--- src/rtl/itof_arbiter_pkg.sv ---
// Shared constants, types and helpers for the itof sharing block and its siblings.
package itof_arbiter_pkg;

  localparam logic [31:0] FP32_ZERO = 32'h0000_0000;

  // Tag width for a requester index; never narrower than one bit.
  function automatic int unsigned clog2_min1(input int unsigned n);
    return (n <= 2) ? 1 : $clog2(n);
  endfunction

endpackage

--- src/rtl/itof_arbiter_if.sv ---
// Requester-side and result-side handshake bundle of the shared itof unit.
interface itof_arbiter_if
  import itof_arbiter_pkg::*;
#(
  parameter int unsigned NREQ = 2,
  parameter int unsigned IDW  = clog2_min1(NREQ)
);
  logic [NREQ-1:0]    req_valid;
  logic [NREQ*32-1:0] req_x;
  logic [NREQ-1:0]    req_ready;
  logic               out_valid;
  logic [31:0]        out_y;
  logic [IDW-1:0]     out_id;
  logic               out_ready;

  modport master (
    output req_valid, req_x, out_ready,
    input  req_ready, out_valid, out_y, out_id
  );

  modport slave (
    input  req_valid, req_x, out_ready,
    output req_ready, out_valid, out_y, out_id
  );
endinterface

--- src/rtl/itof.sv ---
// Combinational int32 -> fp32 conversion, round half-up on the first dropped bit.
module itof
  import itof_arbiter_pkg::*;
(
  input  logic [31:0] x,
  output logic [31:0] y
);
  logic        sign;
  logic [31:0] mag;
  logic [31:0] norm;
  logic [4:0]  lz;
  logic [23:0] rnd;
  logic [7:0]  expo;

  always_comb begin
    sign = x[31];
    mag  = sign ? (~x + 32'd1) : x;
    lz   = '0;
    // Ascending scan: the last hit is the leading one.
    for (int i = 0; i < 32; i++) begin
      if (mag[i]) lz = 5'(31 - i);
    end
    norm = mag << lz;
    rnd  = {1'b0, norm[30:8]} + {23'd0, norm[7]};
    expo = 8'd158 - {3'd0, lz} + {7'd0, rnd[23]};
    y    = (mag == 32'd0) ? FP32_ZERO : {sign, expo, rnd[22:0]};
  end
endmodule

--- src/rtl/rr_arbiter.sv ---
// Combinational round-robin arbiter: first valid request at or after ptr wins.
module rr_arbiter #(
  parameter int unsigned NREQ = 2,
  parameter int unsigned IDW  = 1
) (
  input  logic [NREQ-1:0] req,
  input  logic [IDW-1:0]  ptr,
  input  logic            en,
  output logic [NREQ-1:0] grant,
  output logic [IDW-1:0]  gid,
  output logic            any
);
  logic           found;
  logic [IDW-1:0] hit;
  int             idx;

  always_comb begin
    found = 1'b0;
    hit   = '0;
    idx   = 0;
    for (int k = 0; k < int'(NREQ); k++) begin
      idx = int'(ptr) + k;
      if (idx >= int'(NREQ)) idx = idx - int'(NREQ);
      if (!found && req[idx]) begin
        found = 1'b1;
        hit   = IDW'(idx);
      end
    end
    gid   = hit;
    any   = found & en;
    grant = any ? (NREQ'(1) << hit) : '0;
  end
endmodule

--- src/rtl/itof_arbiter.sv ---
// Shares one itof converter among NREQ requesters through a round-robin, two-stage pipe.
module itof_arbiter
  import itof_arbiter_pkg::*;
#(
  parameter int unsigned NREQ = 2,
  parameter int unsigned IDW  = clog2_min1(NREQ)
) (
  input  logic           clk,
  input  logic           rst,
  input  logic           flush,
  output logic           busy,
  itof_arbiter_if.slave  bus
);
  typedef struct packed {
    logic           valid;
    logic [31:0]    data;
    logic [IDW-1:0] id;
  } stage_t;

  stage_t         s1, s2;
  logic [IDW-1:0] rr_ptr;
  logic           adv1, adv2, en, any;
  logic [NREQ-1:0] grant;
  logic [IDW-1:0] gid;
  logic [31:0]    x_g, y_s1;

  assign adv2 = !s2.valid | bus.out_ready;
  assign adv1 = !s1.valid | adv2;
  assign en   = adv1 & !flush & !rst;

  rr_arbiter #(.NREQ(NREQ), .IDW(IDW)) u_arb (
    .req   (bus.req_valid),
    .ptr   (rr_ptr),
    .en    (en),
    .grant (grant),
    .gid   (gid),
    .any   (any)
  );

  assign x_g = bus.req_x[32*int'(gid) +: 32];

  itof u_itof (
    .x (s1.data),
    .y (y_s1)
  );

  always_ff @(posedge clk) begin
    if (rst) begin
      s1     <= '0;
      s2     <= '0;
      rr_ptr <= '0;
    end else if (flush) begin
      s1.valid <= 1'b0;
      s2.valid <= 1'b0;
    end else begin
      if (adv2) s2 <= '{valid: s1.valid, data: y_s1, id: s1.id};
      if (adv1) s1 <= '{valid: any, data: x_g, id: gid};
      if (any) rr_ptr <= (int'(gid) == int'(NREQ) - 1) ? '0 : gid + IDW'(1);
    end
  end

  assign bus.req_ready = grant;
  assign bus.out_valid = s2.valid;
  assign bus.out_y     = s2.data;
  assign bus.out_id    = s2.id;
  assign busy          = s1.valid | s2.valid;
endmodule

--- src/flat_wrapper.sv ---
// flat-port wrapper written by rule: the top's interface ports become plain ports
module itof_arbiter_flat import itof_arbiter_pkg::*;
#(
  parameter int unsigned NREQ = 2,
  parameter int unsigned IDW  = clog2_min1(NREQ)
)
  (clk, rst, flush, busy, bus_req_valid, bus_req_x, bus_out_ready, bus_req_ready, bus_out_valid, bus_out_y, bus_out_id);
  itof_arbiter_if #(.NREQ(NREQ), .IDW(IDW)) bus_i ();
  input  logic clk;
  input  logic rst;
  input  logic flush;
  output logic busy;
  input wire logic [$bits(bus_i.req_valid)-1:0] bus_req_valid;
  input wire logic [$bits(bus_i.req_x)-1:0] bus_req_x;
  input wire logic [$bits(bus_i.out_ready)-1:0] bus_out_ready;
  output wire logic [$bits(bus_i.req_ready)-1:0] bus_req_ready;
  output wire logic [$bits(bus_i.out_valid)-1:0] bus_out_valid;
  output wire logic [$bits(bus_i.out_y)-1:0] bus_out_y;
  output wire logic [$bits(bus_i.out_id)-1:0] bus_out_id;
  assign bus_i.req_valid = bus_req_valid;
  assign bus_i.req_x = bus_req_x;
  assign bus_i.out_ready = bus_out_ready;
  assign bus_req_ready = bus_i.req_ready;
  assign bus_out_valid = bus_i.out_valid;
  assign bus_out_y = bus_i.out_y;
  assign bus_out_id = bus_i.out_id;
  itof_arbiter #(.NREQ(NREQ), .IDW(IDW)) u_core (.clk(clk), .rst(rst), .flush(flush), .busy(busy), .bus(bus_i));
endmodule
--- config.mk ---
export PLATFORM = sky130hd
export DESIGN_NAME = itof_arbiter_flat
export DESIGN_NICKNAME = d
export VERILOG_FILES = /design/src/rtl/itof_arbiter_pkg.sv /design/src/rtl/itof_arbiter_if.sv /design/src/rtl/itof.sv /design/src/rtl/rr_arbiter.sv /design/src/rtl/itof_arbiter.sv /design/src/flat_wrapper.sv
export SDC_FILE = /design/constraint.sdc
export NUM_CORES = 1
export LEC_CHECK = 0
export CAP_MARGIN = 10
export CORE_UTILIZATION = 45
export CTS_CLUSTER_SIZE = 14
export DETAILED_ROUTE_END_ITERATION = 7
export GPL_ROUTABILITY_DRIVEN = 1
export PLACE_DENSITY = 0.73
export SYNTH_ARGS = -nofsm -noshare
export SYNTH_HDL_FRONTEND = slang
export SYNTH_HIERARCHICAL = 1
export SYNTH_SLANG_ARGS = --single-unit
--- constraint.sdc ---
create_clock -name clk -period 4.9 [get_ports clk]
set_input_delay 1.225 -clock clk [delete_from_list [all_inputs] [get_ports clk]]
set_output_delay 1.225 -clock clk [all_outputs]
set_load 0.05 [all_outputs]
==> results.py <==
metrics = {
    "global_route": {
        "antenna_found_initial": 0,
        "grtUsageMet2": 0.554,
        "grt_pass1_vias": 9628,
        "track_usage": 0.348,
        "top_usage_layer": "met2",
        "grt_pass1_wl_mm": 50.6,
        "use_met1": 0.467,
        "grt_max_degree": 103,
        "grt_util_met3": 0.0608,
        "grt_overflow": 0,
    },
    "worst_setup_path": {
        "r2r-start": "u_core/s1[24]",
        "crit_start": "u_core/s1[24]",
        "cp_top_family": "simple AND/OR/NAND/NOR gates",
        "path_buf_inv": 8,
        "slowest_stage": "or4b_4",
        "critPathKind": "flop to flop",
        "cpMostUsedCell": "buf_6",
        "cp.arrival_ns": 5.83,
        "path_max_fanout": 7,
        "crit_path_start_kind": "flop",
        "cpPeakStageDelay_ns": 0.55,
        "worst-endpoint-required_ns": 5.15,
        "cp-end-kind": "flop",
    },
    "run": {
        "cap_violations": 0,
    },
    "die": {
        "initial_utilization": 0.464,
        "die_area_um2": 18500,
        "ios": 107,
        "core_area_um2": 17400,
        "die_w_um": 136,
        "die_h_um": 136,
        "num_rows": 48,
    },
    "layout": {
        "n_antenna_cell": 0,
        "fin_cells": 1682,
        "layout_commonest_cell": "buf_4",
        "nets": 1527,
        "layout_common_cells": "buf_4, clkdlybuf4s50_1, o21ai_0",
        "fill_cells": 1240,
        "regArea_um2": 1390,
        "area_growth_pct": 59.7,
        "multi_input_area_um2": 6900,
        "drive_above_1_share": 0.409,
    },
    "place": {
        "io_buffers": 106,
        "dp_cells": 1613,
        "hpwl_mm": 24.0,
        "gp_congestion": 1.06,
    },
    "route": {
        "routedWlPerCell_um": 20.2,
        "vias": 10600,
        "drtPass1Iterations": 6,
        "detail-route-antenna-nets": 0,
        "routed_via_density": 6.31,
        "drcViolationCount": 0,
        "wirelength_mm": 34.0,
        "drt_iter0_markers": 1204,
    },
    "synth": {
        "asyncSetResetFlopFracSynth": 0,
        "synth-seq-cells": 69,
        "ys_types": 116,
        "yosysSeqAreaShare": 0.171,
        "synth_cells": 1079,
        "netlist_area_um2": 8080,
        "yosysWarnings": 6,
        "syn_avg_cell_area_um2": 7.49,
        "synthFlopType": "dfxtp_1",
        "synth_edf_count": 0,
        "synth_fp_nets": 1154,
    },
    "power_and_ir_drop": {
        "ir_drop_v": 0.000228,
        "p_leak_nw": 5.13,
        "power.density_nw_per_um2": 370,
        "total_power_w": 0.00478,
    },
    "timing": {
        "fmax_ghz": 0.179,
        "hold_viol_final": 0,
        "finalClockSkew_ns": 0.00935,
        "finalSetupViolations": 29,
        "fin_ws_ns": -0.677,
        "post-route-period-util": 1.14,
        "fin_crit_ns": 5.58,
        "relSlewSlack": 0.163,
        "rsz0062_at_grt": "yes",
        "tightest_slew_ns": 1.26,
        "slew_viol_final": 0,
    },
    "cts": {
        "tritoncts": "done",
        "insertion_delay_ns": 0.35,
        "cts-buffers-inserted": 9,
        "root_buffer": "clkbuf_16",
        "clockBufferDepth": 2,
        "clkTransAtPathRegs_ns": 0.07,
        "cts.sinks": 69,
        "h-tree-depth": 3,
    },
    "outcome": {
        "violations": "setup timing",
        "status": "complete, but fails checks",
    },
    "min_path": {
        "hp-start": "u_core/s1[0]",
        "hp-class": "flop to flop",
    },
}
-- sequential cells by signal, summed over array words and instances, names as in the netlist --
signal,flops
u_core/rr_ptr,1
u_core/bus.out_y,32
u_core/bus.out_id,1
u_core/s1,34
u_core/bus.out_valid,1
-- per-layer routing --
metal  share of wire  wire (µm)
met4           0.041       1390
met2            0.45      15300
met5               0          0
met1            0.41      14100
met3           0.095       3230
-- cells in the mapped netlist, drive strengths merged, types with 19 or more instances --
master | n | area [µm²]
xor2 | 19 | 166
nand3 | 67 | 340
nor2 | 74 | 290
o21ai | 107 | 558
or3 | 42 | 268
mux2i | 61 | 611
buf | 50 | 405
clkbuf | 56 | 214
nand2 | 73 | 282
dfxtp | 69 | 1380
nor3 | 34 | 208
a21oi | 103 | 549
xnor2 | 37 | 324
-- kinds of logic (layout without fill, tap and decap cells) --
kind of cell | Yosys count | in the layout | synth area share
AO/OA/AOI/OAI | 372 | 372 | 0.316
XOR/XNOR | 56 | 56 | 0.0607
adder cells (fa/ha/maj) | 5 | 5 | 0.00774
buffers and inverters | 119 | 497 | 0.0827
flip-flops | 69 | 69 | 0.171
multiplexers | 71 | 71 | 0.0895
AND/OR/NAND/NOR | 387 | 387 | 0.273
-- through the flow --
step / hold slack [ns] / instance area (µm²) / TNS (ns) / util / worst slack (ns)
after global routing: 0.502 / 12900 / -15.82 / 0.741 / -0.771
after global placement: 0.456 / 11300 / -7.68 / 0.651 / -0.512
after detailed placement: 0.452 / 11300 / -10.37 / 0.651 / -0.595
after floorplan: 0.440 / 8220 / -1.13 / - / -0.225
after CTS: 0.469 / 12400 / -3.09 / 0.709 / -0.300
final: 0.474 / 12900 / -11.49 / 0.741 / -0.677
-- path summary, 6_finish.rpt --
path	slack, ns	cells after the start	endpoint
max	-0.68	26	u_core/bus.out_y[11]
max reg2reg	-0.68	26	u_core/bus.out_y[11]
min	0.47	2	u_core/bus.out_id
min reg2reg	0.47	2	u_core/bus.out_id
-- tightest hold or removal path, cell delays in order (launching register included) --
cell and delay [ns]:
dfxtp_1 0.31, nand3_1 0.06, a21oi_1 0.06
-- final cells by class --
class                      count  area share
tap                          225      0.0218
multi-input combinational    891       0.534
inverter                      13     0.00456
sequential                    69       0.108
clock inverter                 7     0.00504
timing repair buffer         467       0.308
clock buffer                   9      0.0175
timing repair inverter         1    0.000485
-- power by group --
group	internal, W	switching, W	total (W)
logic	0.00162	0.00186	0.00347
registers	0.000626	0.0000417	0.000668
clock network	0.000355	0.000282	0.000637
total	0.00260	0.00218	0.00478
-- what timing repair did --
| action | in CTS | in global routing |
|---|---|---|
| setup endpoints to repair | 29 | 29 |
| hold buffers | 0 | 0 |
| pin swaps | 58 | 52 |
| gates resized for setup | 114 | 74 |
| setup buffers | 29 | 23 |
| cloned | 1 | 0 |
No activity file was read; power rests on OpenSTA's default activity.
